==> src/rtl/arf_rat_pkg.sv <==
// -----------------------------------------------------------------------------
// arf_rat_pkg
//   Shared types and sizing for the architectural register file / rename table.
//   Every rtl/ file and the bench import this package.
//
//   ARF_N_ENTRIES  architectural registers (x0 hardwired to zero)
//   ROB_N_ENTRIES  ROB depth; ROB_ID_W = log2(ROB_N_ENTRIES)
//   DATA_W         register data width
//   arf_src_t      operand source as seen by a read port {busy, rob_id, data}
// -----------------------------------------------------------------------------
package arf_rat_pkg;

  localparam int ARF_N_ENTRIES = 32;
  localparam int ROB_N_ENTRIES = 8;
  localparam int DATA_W        = 32;
  localparam int ARF_ID_W      = $clog2(ARF_N_ENTRIES);
  localparam int ROB_ID_W      = $clog2(ROB_N_ENTRIES);

  typedef logic [ARF_ID_W-1:0] arf_id_t;
  typedef logic [ROB_ID_W-1:0] rob_id_t;
  typedef logic [DATA_W-1:0]   reg_data_t;

  // busy=1: operand is still in flight, fetch it from the ROB at rob_id.
  // busy=0: data holds the committed value.
  typedef struct packed {
    logic      busy;
    rob_id_t   rob_id;
    reg_data_t data;
  } arf_src_t;

  localparam arf_src_t SRC_ZERO = '0;

  // x0 has no storage; every path that touches a register checks this first.
  function automatic logic is_x0(arf_id_t id);
    return id == '0;
  endfunction

endpackage

==> src/rtl/arf_rat_if.sv <==
// -----------------------------------------------------------------------------
// arf_rat_if
//   Bundles the dispatch, retire, flush and two read-port signals of the
//   register file / rename table.
//
//   modport master : pipeline side (dispatch/ROB/fetch), drives requests and
//                    source ids, receives operand sources
//   modport slave  : the arf_rat itself
//
//   dispatch_fire/dst_valid/dst_arf_id/rob_id  producer mapping request
//   srcN_arf_id -> srcN_busy/rob_id/data        combinational operand lookup
//   retire/retire_rob_id/arf_id/reg_data        ROB head commit
//   fetch_redirect_valid                        flush of speculative mappings
// -----------------------------------------------------------------------------
interface arf_rat_if;
  import arf_rat_pkg::*;

  logic      dispatch_fire;
  logic      dispatch_dst_valid;
  arf_id_t   dispatch_dst_arf_id;
  rob_id_t   dispatch_rob_id;

  arf_id_t   src1_arf_id;
  logic      src1_busy;
  rob_id_t   src1_rob_id;
  reg_data_t src1_data;

  arf_id_t   src2_arf_id;
  logic      src2_busy;
  rob_id_t   src2_rob_id;
  reg_data_t src2_data;

  logic      retire;
  rob_id_t   retire_rob_id;
  arf_id_t   retire_arf_id;
  reg_data_t retire_reg_data;

  logic      fetch_redirect_valid;

  modport master (
    output dispatch_fire, dispatch_dst_valid, dispatch_dst_arf_id, dispatch_rob_id,
    output src1_arf_id, src2_arf_id,
    input  src1_busy, src1_rob_id, src1_data,
    input  src2_busy, src2_rob_id, src2_data,
    output retire, retire_rob_id, retire_arf_id, retire_reg_data,
    output fetch_redirect_valid
  );

  modport slave (
    input  dispatch_fire, dispatch_dst_valid, dispatch_dst_arf_id, dispatch_rob_id,
    input  src1_arf_id, src2_arf_id,
    output src1_busy, src1_rob_id, src1_data,
    output src2_busy, src2_rob_id, src2_data,
    input  retire, retire_rob_id, retire_arf_id, retire_reg_data,
    input  fetch_redirect_valid
  );

endinterface

==> src/rtl/arf_rat_rd_port.sv <==
// -----------------------------------------------------------------------------
// arf_rat_rd_port
//   One combinational operand read port: selects the register state for
//   i_arf_id, applies the same-cycle retire bypass and forces x0 to zero.
//
//   i_arf_id           register to read
//   i_busy_vec         busy bit per register (entry 0 tied low)
//   i_tag_vec          producer ROB tag per register
//   i_data_vec         committed data per register (entry 0 tied to zero)
//   i_retire*          retire request of this cycle, for the bypass
//   o_src              {busy, rob_id, data} seen by the consumer
// -----------------------------------------------------------------------------
module arf_rat_rd_port
  import arf_rat_pkg::*;
(
  input  arf_id_t                        i_arf_id,
  input  logic    [ARF_N_ENTRIES-1:0]    i_busy_vec,
  input  rob_id_t [ARF_N_ENTRIES-1:0]    i_tag_vec,
  input  reg_data_t [ARF_N_ENTRIES-1:0]  i_data_vec,
  input  logic                           i_retire,
  input  rob_id_t                        i_retire_rob_id,
  input  arf_id_t                        i_retire_arf_id,
  input  reg_data_t                      i_retire_reg_data,
  output arf_src_t                       o_src
);

  logic      w_busy;
  rob_id_t   w_tag;
  reg_data_t w_data;
  logic      w_bypass;

  assign w_busy = i_busy_vec[i_arf_id];
  assign w_tag  = i_tag_vec[i_arf_id];
  assign w_data = i_data_vec[i_arf_id];

  // The producer is committing right now: hand the consumer the final value
  // instead of making it chase a ROB entry that is about to be freed.
  // A stale retire (older tag than the current mapping) must not bypass.
  assign w_bypass = i_retire && (i_retire_arf_id == i_arf_id) &&
                    w_busy && (w_tag == i_retire_rob_id);

  // NOTE: every output of a combinational block gets a default on entry so no
  // path can leave it unassigned and infer a latch.
  always_comb begin
    o_src = SRC_ZERO;
    if (!is_x0(i_arf_id)) begin
      o_src.busy   = w_busy && !w_bypass;
      o_src.rob_id = w_tag;
      o_src.data   = w_bypass ? i_retire_reg_data : w_data;
    end
  end

endmodule

==> src/rtl/arf_rat.sv <==
// -----------------------------------------------------------------------------
// arf_rat
//   Architectural register file plus rename/busy table, sitting directly
//   downstream of the ROB.
//     - Dispatch records the producer ROB id of a destination register and
//       marks it busy.
//     - Two combinational read ports return {busy, rob_id, data}; a retire in
//       the same cycle is bypassed onto a matching read.
//     - Retire writes committed data and clears busy only when the retiring
//       tag is still the current mapping.
//     - A fetch redirect clears every busy bit and drops that cycle's dispatch.
//   Per cycle the updates apply as retire, then dispatch, then flush; later
//   ones override earlier ones for busy/tag. x0 has no storage.
//
//   clk     rising-edge clock
//   rst_aL  synchronous active-low reset; clears data, busy and tag
//   rat     arf_rat_if.slave bundle (dispatch, read ports, retire, flush)
// -----------------------------------------------------------------------------
module arf_rat
  import arf_rat_pkg::*;
(
  input  logic     clk,
  input  logic     rst_aL,
  arf_rat_if.slave rat
);

  logic      [ARF_N_ENTRIES-1:0] w_busy_vec;
  rob_id_t   [ARF_N_ENTRIES-1:0] w_tag_vec;
  reg_data_t [ARF_N_ENTRIES-1:0] w_data_vec;

  logic      w_dispatch_en;
  arf_src_t  w_src1;
  arf_src_t  w_src2;

  // x0 reads as a non-busy zero; its slot in the vectors is a constant.
  assign w_busy_vec[0] = 1'b0;
  assign w_tag_vec[0]  = '0;
  assign w_data_vec[0] = '0;

  assign w_dispatch_en = rat.dispatch_fire && rat.dispatch_dst_valid;

  // ---------------------------------------------------------------------------
  // Per-register state. The busy bits are the only control state; there is
  // no separate FSM.
  // ---------------------------------------------------------------------------
  for (genvar g = 1; g < ARF_N_ENTRIES; g++) begin : g_reg
    logic      r_busy;
    rob_id_t   r_tag;
    reg_data_t r_data;
    logic      w_ret_hit;
    logic      w_disp_hit;

    assign w_ret_hit  = rat.retire && (rat.retire_arf_id == arf_id_t'(g));
    assign w_disp_hit = w_dispatch_en && (rat.dispatch_dst_arf_id == arf_id_t'(g));

    // NOTE: sequential state uses non-blocking assignments so every register
    // samples the pre-edge values regardless of block evaluation order.
    always_ff @(posedge clk) begin
      if (!rst_aL) begin
        // NOTE: the data array is reset too, since a read after reset must
        // return zero for every register, not whatever the storage powered up to.
        r_busy <= 1'b0;
        r_tag  <= '0;
        r_data <= '0;
      end else begin
        // NOTE: retire, dispatch and flush are written in priority order; the
        // last non-blocking assignment to r_busy/r_tag in the block wins.
        if (w_ret_hit) begin
          r_data <= rat.retire_reg_data;
          // A retire of an older producer (WAW) only commits data; the
          // newer mapping keeps the register busy.
          if (r_tag == rat.retire_rob_id) begin
            r_busy <= 1'b0;
          end
        end
        if (w_disp_hit) begin
          r_busy <= 1'b1;
          r_tag  <= rat.dispatch_rob_id;
        end
        // The flush also cancels this cycle's dispatch; tags are left as-is
        // because busy=0 makes them meaningless.
        if (rat.fetch_redirect_valid) begin
          r_busy <= 1'b0;
        end
      end
    end

    assign w_busy_vec[g] = r_busy;
    assign w_tag_vec[g]  = r_tag;
    assign w_data_vec[g] = r_data;
  end

  // ---------------------------------------------------------------------------
  // Read ports. They see the pre-edge mapping, so a source read in its own
  // dispatch cycle gets the previous producer, not the one being dispatched.
  // ---------------------------------------------------------------------------
  arf_rat_rd_port u_rd_port1 (
    .i_arf_id          (rat.src1_arf_id),
    .i_busy_vec        (w_busy_vec),
    .i_tag_vec         (w_tag_vec),
    .i_data_vec        (w_data_vec),
    .i_retire          (rat.retire),
    .i_retire_rob_id   (rat.retire_rob_id),
    .i_retire_arf_id   (rat.retire_arf_id),
    .i_retire_reg_data (rat.retire_reg_data),
    .o_src             (w_src1)
  );

  arf_rat_rd_port u_rd_port2 (
    .i_arf_id          (rat.src2_arf_id),
    .i_busy_vec        (w_busy_vec),
    .i_tag_vec         (w_tag_vec),
    .i_data_vec        (w_data_vec),
    .i_retire          (rat.retire),
    .i_retire_rob_id   (rat.retire_rob_id),
    .i_retire_arf_id   (rat.retire_arf_id),
    .i_retire_reg_data (rat.retire_reg_data),
    .o_src             (w_src2)
  );

  assign rat.src1_busy   = w_src1.busy;
  assign rat.src1_rob_id = w_src1.rob_id;
  assign rat.src1_data   = w_src1.data;
  assign rat.src2_busy   = w_src2.busy;
  assign rat.src2_rob_id = w_src2.rob_id;
  assign rat.src2_data   = w_src2.data;

endmodule

==> src/flat_wrapper.sv <==
// flat-port wrapper written by rule: the top's interface ports become plain ports
module arf_rat_flat import arf_rat_pkg::*;
  (clk, rst_aL, rat_dispatch_fire, rat_dispatch_dst_valid, rat_dispatch_dst_arf_id, rat_dispatch_rob_id, rat_src1_arf_id, rat_src2_arf_id, rat_src1_busy, rat_src1_rob_id, rat_src1_data, rat_src2_busy, rat_src2_rob_id, rat_src2_data, rat_retire, rat_retire_rob_id, rat_retire_arf_id, rat_retire_reg_data, rat_fetch_redirect_valid);
  arf_rat_if rat_i ();
  input  logic clk;
  input  logic rst_aL;
  input wire logic [$bits(rat_i.dispatch_fire)-1:0] rat_dispatch_fire;
  input wire logic [$bits(rat_i.dispatch_dst_valid)-1:0] rat_dispatch_dst_valid;
  input wire logic [$bits(rat_i.dispatch_dst_arf_id)-1:0] rat_dispatch_dst_arf_id;
  input wire logic [$bits(rat_i.dispatch_rob_id)-1:0] rat_dispatch_rob_id;
  input wire logic [$bits(rat_i.src1_arf_id)-1:0] rat_src1_arf_id;
  input wire logic [$bits(rat_i.src2_arf_id)-1:0] rat_src2_arf_id;
  output wire logic [$bits(rat_i.src1_busy)-1:0] rat_src1_busy;
  output wire logic [$bits(rat_i.src1_rob_id)-1:0] rat_src1_rob_id;
  output wire logic [$bits(rat_i.src1_data)-1:0] rat_src1_data;
  output wire logic [$bits(rat_i.src2_busy)-1:0] rat_src2_busy;
  output wire logic [$bits(rat_i.src2_rob_id)-1:0] rat_src2_rob_id;
  output wire logic [$bits(rat_i.src2_data)-1:0] rat_src2_data;
  input wire logic [$bits(rat_i.retire)-1:0] rat_retire;
  input wire logic [$bits(rat_i.retire_rob_id)-1:0] rat_retire_rob_id;
  input wire logic [$bits(rat_i.retire_arf_id)-1:0] rat_retire_arf_id;
  input wire logic [$bits(rat_i.retire_reg_data)-1:0] rat_retire_reg_data;
  input wire logic [$bits(rat_i.fetch_redirect_valid)-1:0] rat_fetch_redirect_valid;
  assign rat_i.dispatch_fire = rat_dispatch_fire;
  assign rat_i.dispatch_dst_valid = rat_dispatch_dst_valid;
  assign rat_i.dispatch_dst_arf_id = rat_dispatch_dst_arf_id;
  assign rat_i.dispatch_rob_id = rat_dispatch_rob_id;
  assign rat_i.src1_arf_id = rat_src1_arf_id;
  assign rat_i.src2_arf_id = rat_src2_arf_id;
  assign rat_src1_busy = rat_i.src1_busy;
  assign rat_src1_rob_id = rat_i.src1_rob_id;
  assign rat_src1_data = rat_i.src1_data;
  assign rat_src2_busy = rat_i.src2_busy;
  assign rat_src2_rob_id = rat_i.src2_rob_id;
  assign rat_src2_data = rat_i.src2_data;
  assign rat_i.retire = rat_retire;
  assign rat_i.retire_rob_id = rat_retire_rob_id;
  assign rat_i.retire_arf_id = rat_retire_arf_id;
  assign rat_i.retire_reg_data = rat_retire_reg_data;
  assign rat_i.fetch_redirect_valid = rat_fetch_redirect_valid;
  arf_rat u_core (.clk(clk), .rst_aL(rst_aL), .rat(rat_i));
endmodule
==> config.mk <==
export PLATFORM = sky130hd
export DESIGN_NAME = arf_rat_flat
export DESIGN_NICKNAME = d
export VERILOG_FILES = /design/src/rtl/arf_rat_pkg.sv /design/src/rtl/arf_rat_if.sv /design/src/rtl/arf_rat_rd_port.sv /design/src/rtl/arf_rat.sv /design/src/flat_wrapper.sv
export SDC_FILE = /design/constraint.sdc
export NUM_CORES = 2
export LEC_CHECK = 0
export CAP_MARGIN = 10
export CORE_AREA = 10 10 325 327
export DETAILED_ROUTE_END_ITERATION = 8
export DIE_AREA = 0 0 335 337
export GPL_TIMING_DRIVEN = 0
export HOLD_SLACK_MARGIN = 0.03
export MAX_ROUTING_LAYER = met4
export PLACE_DENSITY_LB_ADDON = 0.25
export SKIP_CTS_REPAIR_TIMING = 1
export SLEW_MARGIN = 20
export SYNTH_ARGS = -nofsm -noshare
export SYNTH_HDL_FRONTEND = slang
export SYNTH_SLANG_ARGS = --single-unit
==> constraint.sdc <==
create_clock -name clk -period 4.9 [get_ports clk]
set_input_delay 0.98 -clock clk [delete_from_list [all_inputs] [get_ports clk]]
set_output_delay 0.98 -clock clk [all_outputs]
set_load 0.01 [all_outputs]
==> impl_metrics.ini <==
[sta]
fmax_mhz = 193
skew_ns = 0.0207
rsz0062_at_grt = true
finalHoldViolCount = 0
tightest_slew_ns = 1.67
max-slew-margin-rel_pct = -11.1
final-setup-viol-count = 33
finalCriticalPeriod_ns = 5.18
fin_ws_ns = -0.281
fin_crit_sh_pct = 106
drv_slew = 22

[clock_network]
clk_pin_slew_worst_paths_ns = 0.07
clockBufferDepth = 3
clk_latency_ns = 0.79
numCtsBuffers = 119
cts-root-buf = clkbuf_16
clkSinkCount = 1116
h-tree-depth = 3
cts_tree = yes

[logic_synthesis]
syn_avg_cell_area_um2 = 9.30
ys_seq_area_share_pct = 36.1
synth_edf_count = 0
async_flop_share_pct = 0
ys_types = 60
syn_area_um2 = 61900
syn_nets = 6721
synth_ff_type = dfxtp_1
syn_inst = 6657
synth-seq-cells = 1116
yosys_warnings = 0

[global_routing]
grt_pass1_vias = 58300
grt_max_degree = 17
grt_overflow_total = 0
antenna_found_initial = 38
grt_usage_pct = 55.3
grt_pass1_wl_um = 429000

[placement]
finalWeightedCongestion = 1.14
post-dp-hpwl_um = 227000
pre_cts_slack_ns = -2.46
place.port_buffers = 86

[die]
die_w_um = 335
die_area_um2 = 113000
ioPinCount = 136
rows = 116
die_h_um = 337
start_util_pct = 62.3
core_region_area_um2 = 99300

[routing]
avgRoutedWirePerCell_um = 37.9
antenna_left = 0
routed_wl_um = 320000
drt_iter0_markers = 13100
num_vias = 63500
vias_per_cell = 7.51
drc = 41
dr.pass1.iters = 9

[power_and_ir_drop]
leakage_nw = 25.2
totalPowerFinal_w = 0.0222
power-per-cell-area_nw_per_um2 = 303
ir_worst_vdd_mv = 0.344

[run_status]
violations = design-rule violations, max-capacitance violations, max-slew violations, negative setup slack
status = finished, violations left

[flow_run]
drv_cap = 2

[critical_path]
crit_fanout = 10
endpoint_kind = output pin
start_kind = input port
required_ns = 3.92
critical_path_class = input port to output pin
worstPathArrival_ns = 4.20

[layout]
drive_above_1_share_pct = 19.9
final_nets = 7073
syn_to_final_growth_pct = 18.3

[hold_path]
min_path_type = register to register
## cells in the final DEF (no fill, tap or decap), types with 18 or more instances in the layout
master / n
o21ai_0: 31
clkbuf_8: 18
clkbuf_2: 38
xor2_1: 37
clkbuf_1: 493
clkinv_2: 20
mux4_2: 501
a22oi_1: 47
dlymetal6s2s_1: 50
nand3_1: 28
mux2_2: 172
dfxtp_1: 1116
bufinv_16: 19
diode_2: 45
mux2i_4: 19
nor2b_1: 79
nand4_1: 22
mux2i_1: 213
mux2i_2: 23
clkdlybuf4s50_1: 25
a22o_1: 34
clkbuf_16: 132
buf_4: 121
buf_6: 62
buf_12: 57
buf_8: 31
a21oi_1: 80
buf_16: 22
a21boi_0: 1019
nor2_1: 100
xnor2_1: 68
nand2_1: 2106
a221oi_1: 26
## final timing paths
path         cells after the start                                     start                                  endpoint  slack (ns)
max                             12                        rat_src2_arf_id[2]                         rat_src2_data[20]       -0.28
min                              2  u_core.g_reg[30].r_data[19]$_SDFFE_PN0P_  u_core.g_reg[30].r_data[19]$_SDFFE_PN0P_        0.48
max reg2reg                      3     u_core.g_reg[4].r_tag[0]$_SDFFE_PN0P_       u_core.g_reg[4].r_busy$_SDFFE_PP0P_        3.62
min reg2reg                      2  u_core.g_reg[30].r_data[19]$_SDFFE_PN0P_  u_core.g_reg[30].r_data[19]$_SDFFE_PN0P_        0.48
## cells by family after synthesis
| group | after synthesis | synth area share, % |
|---|---|---|
| compound gates | 1357 | 16.2 |
| buf+inv | 706 | 4.94 |
| flops | 1116 | 36.1 |
| simple gates | 2431 | 15.5 |
| xor+xnor | 108 | 1.53 |
| mux | 939 | 25.7 |
## routing by layer
layer | wire, um | GRT usage [%] | up-vias | part of all wire (%)
li1 | - | - | 24100 | -
met1 | 102000 | 62.4 | 30100 | 32
met2 | 122000 | 71.9 | 7118 | 38
met3 | 61000 | 29.0 | 2185 | 19
met4 | 35300 | 44.9 | 0 | 11
met5 | 0 | - | - | 0
## worst max-delay path, stage by stage
cell	delay (ns)
clkbuf_4	0.29
nor2b_4	0.35
buf_4	0.35
a22oi_1	0.13
a21oi_2	0.29
nor4_4	0.09
xnor2_1	0.27
nand4_4	0.15
buf_12	0.19
buf_12	0.17
mux2_4	0.40
clkdlybuf4s50_1	0.51
## metrics by stage
step | cells | hold WS (ns) | instance area (um2) | util (%) | TNS, ns
floorplan | 6657 | 0.447 | 61900 | - | 0
global placement | 8041 | 0.456 | 64400 | 64.8 | -117.21
detailed placement | 8058 | 0.468 | 64700 | 65.1 | -101.34
CTS | 8282 | 0.477 | 68900 | 69.4 | -102.24
global route | 8431 | 0.496 | 73200 | 73.7 | -1.77
finish | 8455 | 0.477 | 73200 | 73.8 | -2.97
## power by group
group | internal [W] | switching, W | total [W]
combinational | 0.000945 | 0.00192 | 0.00286
sequential | 0.00913 | 0.0000563 | 0.00919
clock | 0.00582 | 0.00433 | 0.0102
total | 0.0159 | 0.00631 | 0.0222
## synth_stat cells (6+ instances only)
library cell / n / share of area (%)
a2111oi_0: 16 / 0.23
a211oi_1: 8 / 0.097
a21boi_0: 1019 / 12
a21oi_1: 91 / 0.74
a221o_1: 13 / 0.21
a221oi_1: 28 / 0.40
a22o_1: 34 / 0.48
a22oi_1: 52 / 0.63
a31oi_1: 8 / 0.081
buf_1: 22 / 0.13
buf_2: 87 / 0.70
buf_4: 30 / 0.36
buf_6: 21 / 0.38
clkbuf_1: 529 / 3.2
dfxtp_1: 1116 / 36
inv_1: 11 / 0.067
mux2_1: 7 / 0.13
mux2_2: 174 / 3.2
mux2i_1: 255 / 4.1
mux4_2: 501 / 18
nand2_1: 2113 / 13
nand2b_1: 13 / 0.13
nand3_1: 29 / 0.23
nand4_1: 22 / 0.22
nor2_1: 118 / 0.72
nor2b_1: 82 / 0.83
nor3_1: 24 / 0.19
nor4_1: 6 / 0.061
o2111ai_1: 17 / 0.24
o211ai_1: 10 / 0.12
o21ai_0: 38 / 0.31
o41ai_1: 11 / 0.16
xnor2_1: 71 / 1.0
xor2_1: 37 / 0.52
## area by class of cell
class                           count  area (um2)
Clock inverter                     64         932
Timing Repair Buffer              233        2480
Inverter                           13        55.1
Clock buffer                      160        3350
Buffer                            691        4650
Fill cell                        7217       26100
Antenna cell                       45         113
Tap cell                         1298        1620
Sequential cell                  1116       22300
Multi-Input combinational cell   4835       37700
## sequential cells by signal, summed over array words and instances (netlist names)
| register | cells |
|---|---|
| u_core.g.r_data | 992 |
| u_core.g.r_tag | 93 |
| u_core.g.r_busy | 31 |
Note: power is estimated with default switching activity, not from simulation.
